**src/rtl/lfsr_stim_gen_if.sv**
```systemverilog
// Output stream of lfsr_stim_gen: a data word qualified by valid, accepted by ready.
// A word moves on any clock edge where out_valid and out_ready are both high.
interface lfsr_stim_gen_if #(
  parameter int WIDTH = 8
);
  logic             out_valid;
  logic             out_ready;
  logic [WIDTH-1:0] out_data;

  modport master (
    output out_valid,
    output out_data,
    input  out_ready
  );

  modport slave (
    input  out_valid,
    input  out_data,
    output out_ready
  );
endinterface

```
**src/rtl/lfsr_stim_gen.sv**
```systemverilog
// Seeded maximal-length LFSR stimulus source delivering num_words words over valid/ready, then a done pulse.
// Define STIM_FORCE_EXTREMES_EN to prefix every run with 8'h00 and 8'hFF (counted in num_words).
module lfsr_stim_gen #(
  parameter int WIDTH   = 8,
  parameter int COUNT_W = 8
) (
  input  logic               clk,
  input  logic               rst,
  input  logic               start,
  input  logic [WIDTH-1:0]   seed,
  input  logic [COUNT_W-1:0] num_words,
  output logic               busy,
  output logic               done,
  lfsr_stim_gen_if.master    out_if
);

  typedef enum logic [1:0] {
    IDLE = 2'd0,
    RUN  = 2'd1,
    DONE = 2'd2
  } state_t;

  state_t             state_q, state_d;
  logic [COUNT_W-1:0] cnt_q, cnt_d;
  logic [WIDTH-1:0]   data_q, data_d;
  logic [WIDTH-1:0]   lfsr_q, lfsr_d;
  logic [WIDTH-1:0]   seed_fix;
  logic               xfer;

  // x^8+x^6+x^5+x^4+1, Fibonacci form; the all-zero state never recurs
  function automatic logic [WIDTH-1:0] lfsr_step(input logic [WIDTH-1:0] d);
    return {d[WIDTH-2:0], d[7] ^ d[5] ^ d[4] ^ d[3]};
  endfunction

  assign seed_fix = (seed == '0) ? WIDTH'(1) : seed;
  assign xfer     = (state_q == RUN) && out_if.out_ready;

`ifdef STIM_FORCE_EXTREMES_EN
  // high while the leading 8'h00 is on the bus; lfsr_q then still holds the seed
  logic zero_ph_q, zero_ph_d;

  always_ff @(posedge clk or posedge rst) begin
    if (rst) zero_ph_q <= 1'b0;
    else     zero_ph_q <= zero_ph_d;
  end
`endif

  always_ff @(posedge clk or posedge rst) begin
    if (rst) begin
      state_q <= IDLE;
      cnt_q   <= '0;
      data_q  <= '0;
      lfsr_q  <= '0;
    end else begin
      state_q <= state_d;
      cnt_q   <= cnt_d;
      data_q  <= data_d;
      lfsr_q  <= lfsr_d;
    end
  end

  always_comb begin
    state_d = state_q;
    cnt_d   = cnt_q;
    data_d  = data_q;
    lfsr_d  = lfsr_q;
`ifdef STIM_FORCE_EXTREMES_EN
    zero_ph_d = zero_ph_q;
`endif
    case (state_q)
      IDLE: begin
        if (start) begin
          cnt_d = num_words;
          if (num_words == '0) begin
            state_d = DONE;
          end else begin
            state_d = RUN;
`ifdef STIM_FORCE_EXTREMES_EN
            data_d    = '0;
            lfsr_d    = seed_fix;
            zero_ph_d = 1'b1;
`else
            data_d    = seed_fix;
            lfsr_d    = lfsr_step(seed_fix);
`endif
          end
        end
      end
      RUN: begin
        if (xfer) begin
          cnt_d = cnt_q - COUNT_W'(1);
          if (cnt_q == COUNT_W'(1)) begin
            // last word stays on out_data after the run
            state_d = DONE;
          end else begin
`ifdef STIM_FORCE_EXTREMES_EN
            zero_ph_d = 1'b0;
            if (zero_ph_q) begin
              data_d = '1;
            end else begin
              data_d = lfsr_q;
              lfsr_d = lfsr_step(lfsr_q);
            end
`else
            data_d = lfsr_q;
            lfsr_d = lfsr_step(lfsr_q);
`endif
          end
        end
      end
      DONE: begin
        state_d = IDLE;
      end
      default: begin
        state_d = IDLE;
      end
    endcase
  end

  assign out_if.out_valid = (state_q == RUN);
  assign out_if.out_data  = data_q;
  assign busy             = (state_q == RUN);
  assign done             = (state_q == DONE);

endmodule

```
**src/flat_wrapper.sv**
```systemverilog
// flat-port wrapper written by rule: the top's interface ports become plain ports
module lfsr_stim_gen_flat 
#(
  parameter int WIDTH   = 8,
  parameter int COUNT_W = 8
)
  (clk, rst, start, seed, num_words, busy, done, out_if_out_valid, out_if_out_data, out_if_out_ready);
  lfsr_stim_gen_if #(.WIDTH(WIDTH)) out_if_i ();
  input  logic clk;
  input  logic rst;
  input  logic start;
  input  logic [WIDTH-1:0] seed;
  input  logic [COUNT_W-1:0] num_words;
  output logic busy;
  output logic done;
  output wire logic [$bits(out_if_i.out_valid)-1:0] out_if_out_valid;
  output wire logic [$bits(out_if_i.out_data)-1:0] out_if_out_data;
  input wire logic [$bits(out_if_i.out_ready)-1:0] out_if_out_ready;
  assign out_if_out_valid = out_if_i.out_valid;
  assign out_if_out_data = out_if_i.out_data;
  assign out_if_i.out_ready = out_if_out_ready;
  lfsr_stim_gen #(.WIDTH(WIDTH), .COUNT_W(COUNT_W)) u_core (.clk(clk), .rst(rst), .start(start), .seed(seed), .num_words(num_words), .busy(busy), .done(done), .out_if(out_if_i));
endmodule
```
**config.mk**
```make
export PLATFORM = sky130hd
export DESIGN_NAME = lfsr_stim_gen_flat
export DESIGN_NICKNAME = d
export VERILOG_FILES = /design/src/rtl/lfsr_stim_gen_if.sv /design/src/rtl/lfsr_stim_gen.sv /design/src/flat_wrapper.sv
export SDC_FILE = /design/constraint.sdc
export NUM_CORES = 1
export LEC_CHECK = 0
export BUFFER_PORTS_ARGS = -buffer_cell sky130_fd_sc_hd__buf_2
export CORE_MARGIN = 2
export CORE_UTILIZATION = 52
export CTS_CLUSTER_DIAMETER = 60
export CTS_CLUSTER_SIZE = 25
export DETAILED_ROUTE_END_ITERATION = 12
export PLACE_DENSITY = 0.78
export SKIP_LAST_GASP = 1
export SYNTH_ARGS = -nofsm -noshare
export SYNTH_HDL_FRONTEND = slang
export SYNTH_SLANG_ARGS = --single-unit
export TNS_END_PERCENT = 30
```
**constraint.sdc**
```tcl
create_clock -name clk -period 2.55 [get_ports clk]
set_clock_uncertainty 0.2 [all_clocks]
set_input_delay 0 -clock clk [delete_from_list [all_inputs] [get_ports clk]]
set_output_delay 0 -clock clk [all_outputs]
set_load 0.01 [all_outputs]
```
==> impl_metrics.ini, run 1 <==
[finish]
nNetsFinal = 193
syn2layout_area_growth_pct = 26.6
diodes = 0
drive_gt1_share_pct = 31.8

[sta]
worst_slew_pin_slew_ns = 0.737
fmax_ghz = 0.468
post-route-period-util_pct = 83.7
slew_viol_final = 0
fin_setup_tns_ns = 0
rsz0062_at_grt = no
period_needed_ns = 2.14
hold_viol = 0
slew-limit-headroom_pct = 50.8
setup_viol_count_final = 0
whs_ns = 0.0352

[global_routing]
busiest_layer = met2
antenna_found_initial = 0
grt_usage_pct = 23.5
use_met2_pct = 43.3
grt_pass1_vias = 1121
grt_pass1_wl_mm = 4.75
grtUsageMet3_pct = 3.95
use_met1_pct = 27.4
grt_start_max_net_pins = 20
grt_remaining_overflow = 0

[min_path]
worstHoldPathType = primary input to flop
worstHoldStart = out_if_out_ready

[routing]
drtIter0Drc = 11
drt_wl_total_mm = 2.79
dr.pass1.iters = 4
wl_per_cell_um = 14.1
drc_errors = 0
via_per_inst = 5.47
num_vias = 1083
ant_nets = 0

[setup_path]
critPathMaxStageDelay_ns = 0.56
critPathSlowestCell = dlygate4sd3_1
worst_ep_required_time_ns = 2.53
crit_path_start = u_core.cnt_q[3]$_DFFE_PP0P_
path_buf_inv = 1
r2r-start = u_core.cnt_q[3]$_DFFE_PP0P_
critPathCaptureType = flop
cp-start-kind = flop
critical-path-top-delay-family = simple AND/OR/NAND/NOR gates
worstPathMaxFanout = 7
crit_type = flop to flop
cp_cell_sequence = nor4_2 > nand3_1 > nor2_1 > nor3_1 > dlygate4sd3_1
arrival_ns = 2.11

[power]
p_switching_uw = 498
swShare_pct = 37.2
power_density_nw_per_um2 = 845
p_comb_share_pct = 46.5
peakVddDrop_v = 0.000767
p_seq_share_pct = 42.2
p_clk_share_pct = 11.2
p_leak_nw = 0.696
internal_power_uw = 840

[flow_run]
drv_cap = 0

[place]
gp_congestion = 0.884
dp_hpwl_mm = 1.98
numPortBuffers = 30

[synthesis]
synth_nets = 150
synth-seq-cells = 19
synth.distinct_cells = 31
synth_edf_count = 0
avgSynthCellArea_um2 = 9.77
syn-instance-count = 128
synthesis.area_um2 = 1250
yosys_warnings = 0
yosysSeqAreaShare_pct = 38.0
postSynth.asyncResetShare_pct = 100
synth_ff_type = dfrtp_1

[die]
start_util_pct = 56.0
boundaryPins = 31
num_rows = 17
die-area_um2 = 2810
coreArea_um2 = 2230
die_h_um = 53.0
dieWidth_um = 53.0

[cts]
cts-htree-levels = 1
cts_buffer_depth = 2
insertion_delay_ns = 0.29
clk_pin_slew_worst_paths_ns = 0.10
cts_tree = yes
cts_root_buf = clkbuf_4
cts_buffers = 3
clock_sinks = 19
post-cts-setup-buffers = 0

[run_status]
status = finished, final reports clean
-- cell type report --
| class | instances | area (um2) |
|---|---|---|
| Multi-Input combinational cell | 91 | 668 |
| Timing Repair Buffer | 52 | 363 |
| Sequential cell | 19 | 475 |
| Fill cell | 179 | 651 |
| Tap cell | 28 | 35.0 |
| Clock buffer | 4 | 26.3 |
| Inverter | 4 | 15.0 |
-- cells in the final DEF, fill, tap and decap left out, drive strengths merged --
| master | n |
|---|---|
| buf | 33 |
| dlygate4sd3 | 19 |
| dfrtp | 19 |
| mux2 | 16 |
| nor2 | 10 |
| a21oi | 7 |
| o21ai | 6 |
| nand2 | 6 |
| xnor2 | 6 |
| nor2b | 5 |
| nor3 | 5 |
| inv | 4 |
| o22a | 4 |
| clkbuf | 4 |
| mux2i | 3 |
| nor4 | 3 |
| nand4 | 2 |
| nand3 | 2 |
| o31ai | 2 |
| a31oi | 2 |
| a41oi | 2 |
| ha | 2 |
| or2 | 1 |
| nand3b | 1 |
| nand2b | 1 |
| o21a | 1 |
| nor4b | 1 |
| a21o | 1 |
| o21bai | 1 |
| a211oi | 1 |
-- registers in the layout, summed over array words and instances, names as in the netlist --
register,flops
u_core.cnt_q,8
u_core.lfsr_q,1
u_core.out_if.out_data,8
u_core.state_q,2
-- synthesized netlist by cell type, types with 2 or more instances --
cell | count | area share (%)
buf_4 | 9 | 5.4
a31oi_1 | 2 | 1.0
o22a_1 | 4 | 2.8
nor2_1 | 10 | 3.0
nand2_1 | 6 | 1.8
dfrtp_1 | 19 | 38
nand3_1 | 2 | 0.80
o31ai_1 | 2 | 1.2
a41oi_1 | 2 | 1.4
mux2_2 | 16 | 14
nor2b_1 | 5 | 2.5
xnor2_1 | 6 | 4.2
ha_1 | 2 | 2.0
buf_2 | 4 | 1.6
a21oi_1 | 7 | 2.8
mux2i_1 | 3 | 2.4
nor3_1 | 5 | 2.0
o21ai_0 | 6 | 2.4
nor4_1 | 2 | 1.0
inv_1 | 4 | 1.2
nand4_1 | 2 | 1.0
-- path summary, 6_finish.rpt --
path | end | slack (ns) | cells past startpoint
worst max-delay path | u_core.state_q[0]$_DFFE_PP0P_ | 0.41 | 5
min in group asynchronous | u_core.out_if.out_data[2]$_DFFE_PP0P_ | 0.17 | 3
max in group asynchronous | u_core.out_if.out_data[5]$_DFFE_PP0P_ | 1.52 | 3
worst min register to register | u_core.lfsr_q[0]$_DFFE_PP0P_ | 0.33 | 1
worst max register to register | u_core.state_q[0]$_DFFE_PP0P_ | 0.41 | 5
worst min-delay path | u_core.state_q[1]$_DFFE_PP0P_ | 0.04 | 3
-- worst reg2reg max path, stage by stage, from the launching register on --
cell	delay, ns
dfrtp_1	0.46
nor4_2	0.48
nand3_1	0.15
nor2_1	0.12
nor3_1	0.05
dlygate4sd3_1	0.56
-- per-stage QoR --
step | instance area, um2 | cells | utilization [%] | total power [mW] | worst slack [ns]
2_1_floorplan | 1250 | 128 | - | 1.07 | 0.693
3_3_place_gp | 1370 | 175 | 61.2 | 1.13 | 0.588
3_5_place_dp | 1370 | 175 | 61.2 | 1.17 | 0.538
4_1_cts | 1580 | 198 | 70.9 | 1.34 | 0.429
5_1_grt | 1580 | 198 | 70.9 | 1.45 | 0.287
6_report | 1580 | 198 | 70.9 | 1.34 | 0.415
-- logic make-up (layout without fill, tap and decap cells) --
kind of cell,Yosys count,count (layout),synth area share [%]
AOI/OAI and AO/OA,27,27,14.0
xor gates and xnor gates,6,6,4.20
adders and majority gates,2,2,2.00
DFF,19,19,38.0
and+or+nand+nor,37,37,16.4
muxes,19,19,16.8
buffers and inverters,18,60,8.51
-- per-layer routing --
layer / part of all wire [%] / routed length [um]
met1: 42 / 1170
met2: 53 / 1490
met3: 3.4 / 94
met4: 1.4 / 38
met5: 0 / 0
-- repair_timing --
action	4_1_cts	5_1_grt
gates resized for setup	0	0
hold buffers	19	0
hold endpoints to repair	37	0
-- power groups by stage --
stage / Combinational, mW / Clock [mW] / Sequential, mW
after detailed placement: 0.605 / 0 / 0.569
final: 0.622 / 0.150 / 0.565
after CTS: 0.629 / 0.153 / 0.562
after floorplan: 0.530 / 0 / 0.538
after global placement: 0.577 / 0 / 0.556
after global routing: 0.691 / 0.173 / 0.584
No activity file was read; power rests on OpenSTA's default activity.
==> run 2: changes to the inputs <==
ABC_AREA = 1   (was not set)
CORE_UTILIZATION = 49   (was 52)
PLACE_DENSITY = 0.76   (was 0.78)
clock period = 1.91 ns   (was 2.55 ns; I/O delays follow)
==> impl_metrics.ini, run 2 <==
[cts]
cts_root_buf = clkbuf_4
insertion_delay_ns = 0.30
post-cts-setup-buffers = 0
clk_pin_slew_worst_paths_ns = 0.11
cts_tree = yes
cts-htree-levels = 1
cts_buffers = 3
clock_sinks = 19
cts_buffer_depth = 2

[global_routing]
grt_remaining_overflow = 0
grt_start_max_net_pins = 20
grt_usage_pct = 22.2
antenna_found_initial = 0
grt_pass1_wl_mm = 5.91
grt_pass1_vias = 1346

[power]
power_density_nw_per_um2 = 1350
p_clk_share_pct = 8.5
p_switching_mw = 1.20
swShare_pct = 49.6
p_comb_share_pct = 60.2
peakVddDrop_v = 0.000785
p_seq_share_pct = 31.3
p_leak_nw = 1.02
internal_power_mw = 1.22

[die]
boundaryPins = 31
coreArea_um2 = 2810
die-area_um2 = 3440
num_rows = 19
die_h_um = 58.7
dieWidth_um = 58.7
start_util_pct = 52.2

[synthesis]
synthesis.area_um2 = 1470
synth_largest_area_cell = dfrtp_1
synth-seq-cells = 19
avgSynthCellArea_um2 = 6.34
syn-instance-count = 231
synth_area_leaders = dfrtp_1 (32%), nand2_1 (23%), inv_1 (7.4%), nor2_1 (7.2%), buf_4 (4.6%)
synth_edf_count = 0
yosysMostFrequentCell = nand2_1
synth_nets = 253
yosys_warnings = 0
synth.distinct_cells = 24
synth_ff_type = dfrtp_1
yosysSeqAreaShare_pct = 32.5
postSynth.asyncResetShare_pct = 100
ys_top_cells_by_count = nand2_1 (91), inv_1 (29), nor2_1 (28)
synth_top_area_share_pct = 32.5

[setup_path]
crit_type = flop to flop
arrival_ns = 1.68
cp-start-kind = flop
r2r.worst_path.cells = 8
worst_ep_required_time_ns = 1.96
worstPathMaxFanout = 9
rrSetupSlack_ns = 0.28
r2r-start = u_core.cnt_q[1]$_DFFE_PP0P_
critPathCaptureType = flop
regToRegEndpoint = u_core.lfsr_q[0]$_DFFE_PP0P_

[place]
dp_hpwl_mm = 2.47
dp.cells = 282
gp_congestion = 0.889
numPortBuffers = 30

[finish]
most-common-layout-cells = nand2_1 (91), buf_2 (30), inv_1 (29)
final_common_cell = nand2_1
nNetsFinal = 297
fin_cells = 305
fill_cells = 245
drive_gt1_share_pct = 16.8
syn2layout_area_growth_pct = 22.2
diodes = 0

[sta]
hold_viol = 0
setup_viol_count_final = 0
rsz0062_at_grt = no
fin_setup_tns_ns = 0
worst_slew_pin_slew_ns = 0.754
slew-limit-headroom_pct = 49.7
slew_viol_final = 0
period_needed_ns = 1.63
post-route-period-util_pct = 85.4
fmax_ghz = 0.613

[routing]
ant_nets = 0
drt_wl_total_mm = 3.48
wl_per_cell_um = 11.4
num_vias = 1522
drtIter0Drc = 84
drc_errors = 1
via_per_inst = 4.99
dr.pass1.iters = 11

[run_status]
violations = design-rule violations
status = finished with violations

[flow_run]
drv_cap = 0

[min_path]
worstHoldPathType = primary input to asynchronous set/reset pin
-- run 2: cell types whose count changed after synthesis, moves of 5 or more --
cell	previous run	this run
xnor2_1	6	0
nand2_1	6	91
nor2b_1	5	0
o21ai_0	6	11
inv_1	4	29
mux2_2	16	0
nor2_1	10	28
nand4_1	2	9
-- run 2: logic make-up (layout without fill, tap and decap cells) --
kind of cell	Yosys count	after routing	share of synthesized area, %
and+or+nand+nor	142	142	41.7
buffers and inverters	44	87	14.7
AOI/OAI and AO/OA	23	23	8.88
DFF	19	19	32.5
adders and majority gates	2	2	1.71
xor gates and xnor gates	1	1	0.598
-- run 2: worst max path at each step --
stage	startpoint	endpoint	slack (ns)	cells after the start
finish	u_core.cnt_q[1]$_DFFE_PP0P_	u_core.lfsr_q[0]$_DFFE_PP0P_	0.28	8
global route	u_core.state_q[0]$_DFFE_PP0P_	u_core.lfsr_q[0]$_DFFE_PP0P_	0.16	7
CTS	u_core.cnt_q[1]$_DFFE_PP0P_	u_core.out_if.out_data[4]$_DFFE_PP0P_	0.29	8
detailed placement	u_core.cnt_q[1]$_DFFE_PP0P_	u_core.lfsr_q[0]$_DFFE_PP0P_	0.30	9
global placement	u_core.cnt_q[1]$_DFFE_PP0P_	u_core.lfsr_q[0]$_DFFE_PP0P_	0.33	9
floorplan	u_core.cnt_q[1]$_DFFE_PP0P_	u_core.out_if.out_data[0]$_DFFE_PP0P_	0.43	9
-- run 2: final cells by class --
class                           count  area [um2]  share of cell area, %
Multi-Input combinational cell    168         774                   43.3
Sequential cell                    19         475                   26.6
Clock buffer                        4        26.3                   1.47
Timing Repair Buffer               51         355                   19.8
Tap cell                           31        38.8                   2.17
Inverter                           32         120                   6.71
-- run 2: worst max-delay path, stage by stage (launching register included) --
cell     delay (ns)
dfrtp_1        0.39
inv_1          0.09
ha_1           0.14
inv_1          0.04
nor2_1         0.15
nand3_2        0.23
nand3_4        0.21
nand2_1        0.07
nand2_1        0.07
-- run 2: routing by layer --
metal,routed length (um),GRT usage (%),up-vias
li1,-,-,796
met1,1590,31.8,660
met4,74,4.55,0
met2,1560,34.5,58
met3,251,5.27,8
met5,0,0,-
-- run 2: timing repair --
action                                 4_1_cts  5_1_grt
gates resized for setup                      0        0
hold buffers                                19        0
endpoints found under the hold margin       37        0
-- run 2: through the flow --
stage / power [mW] / hold slack, ns / util, % / instance area [um2] / setup slack, ns
2_1_floorplan: 1.94 / -0.249 / - / 1470 / 0.434
3_3_place_gp: 2.16 / -0.0395 / 56.1 / 1570 / 0.328
3_5_place_dp: 2.18 / -0.0318 / 56.1 / 1570 / 0.297
4_1_cts: 2.42 / 0.179 / 63.8 / 1790 / 0.286
5_1_grt: 2.69 / 0.233 / 63.8 / 1790 / 0.158
6_report: 2.42 / 0.159 / 63.8 / 1790 / 0.279
-- run 2: power by group through the flow --
stage	Sequential [mW]	Clock (mW)	Combinational, mW
2_1_floorplan	0.724	0	1.22
3_3_place_gp	0.757	0	1.40
3_5_place_dp	0.762	0	1.42
4_1_cts	0.753	0.210	1.45
5_1_grt	0.784	0.224	1.68
6_report	0.756	0.205	1.46
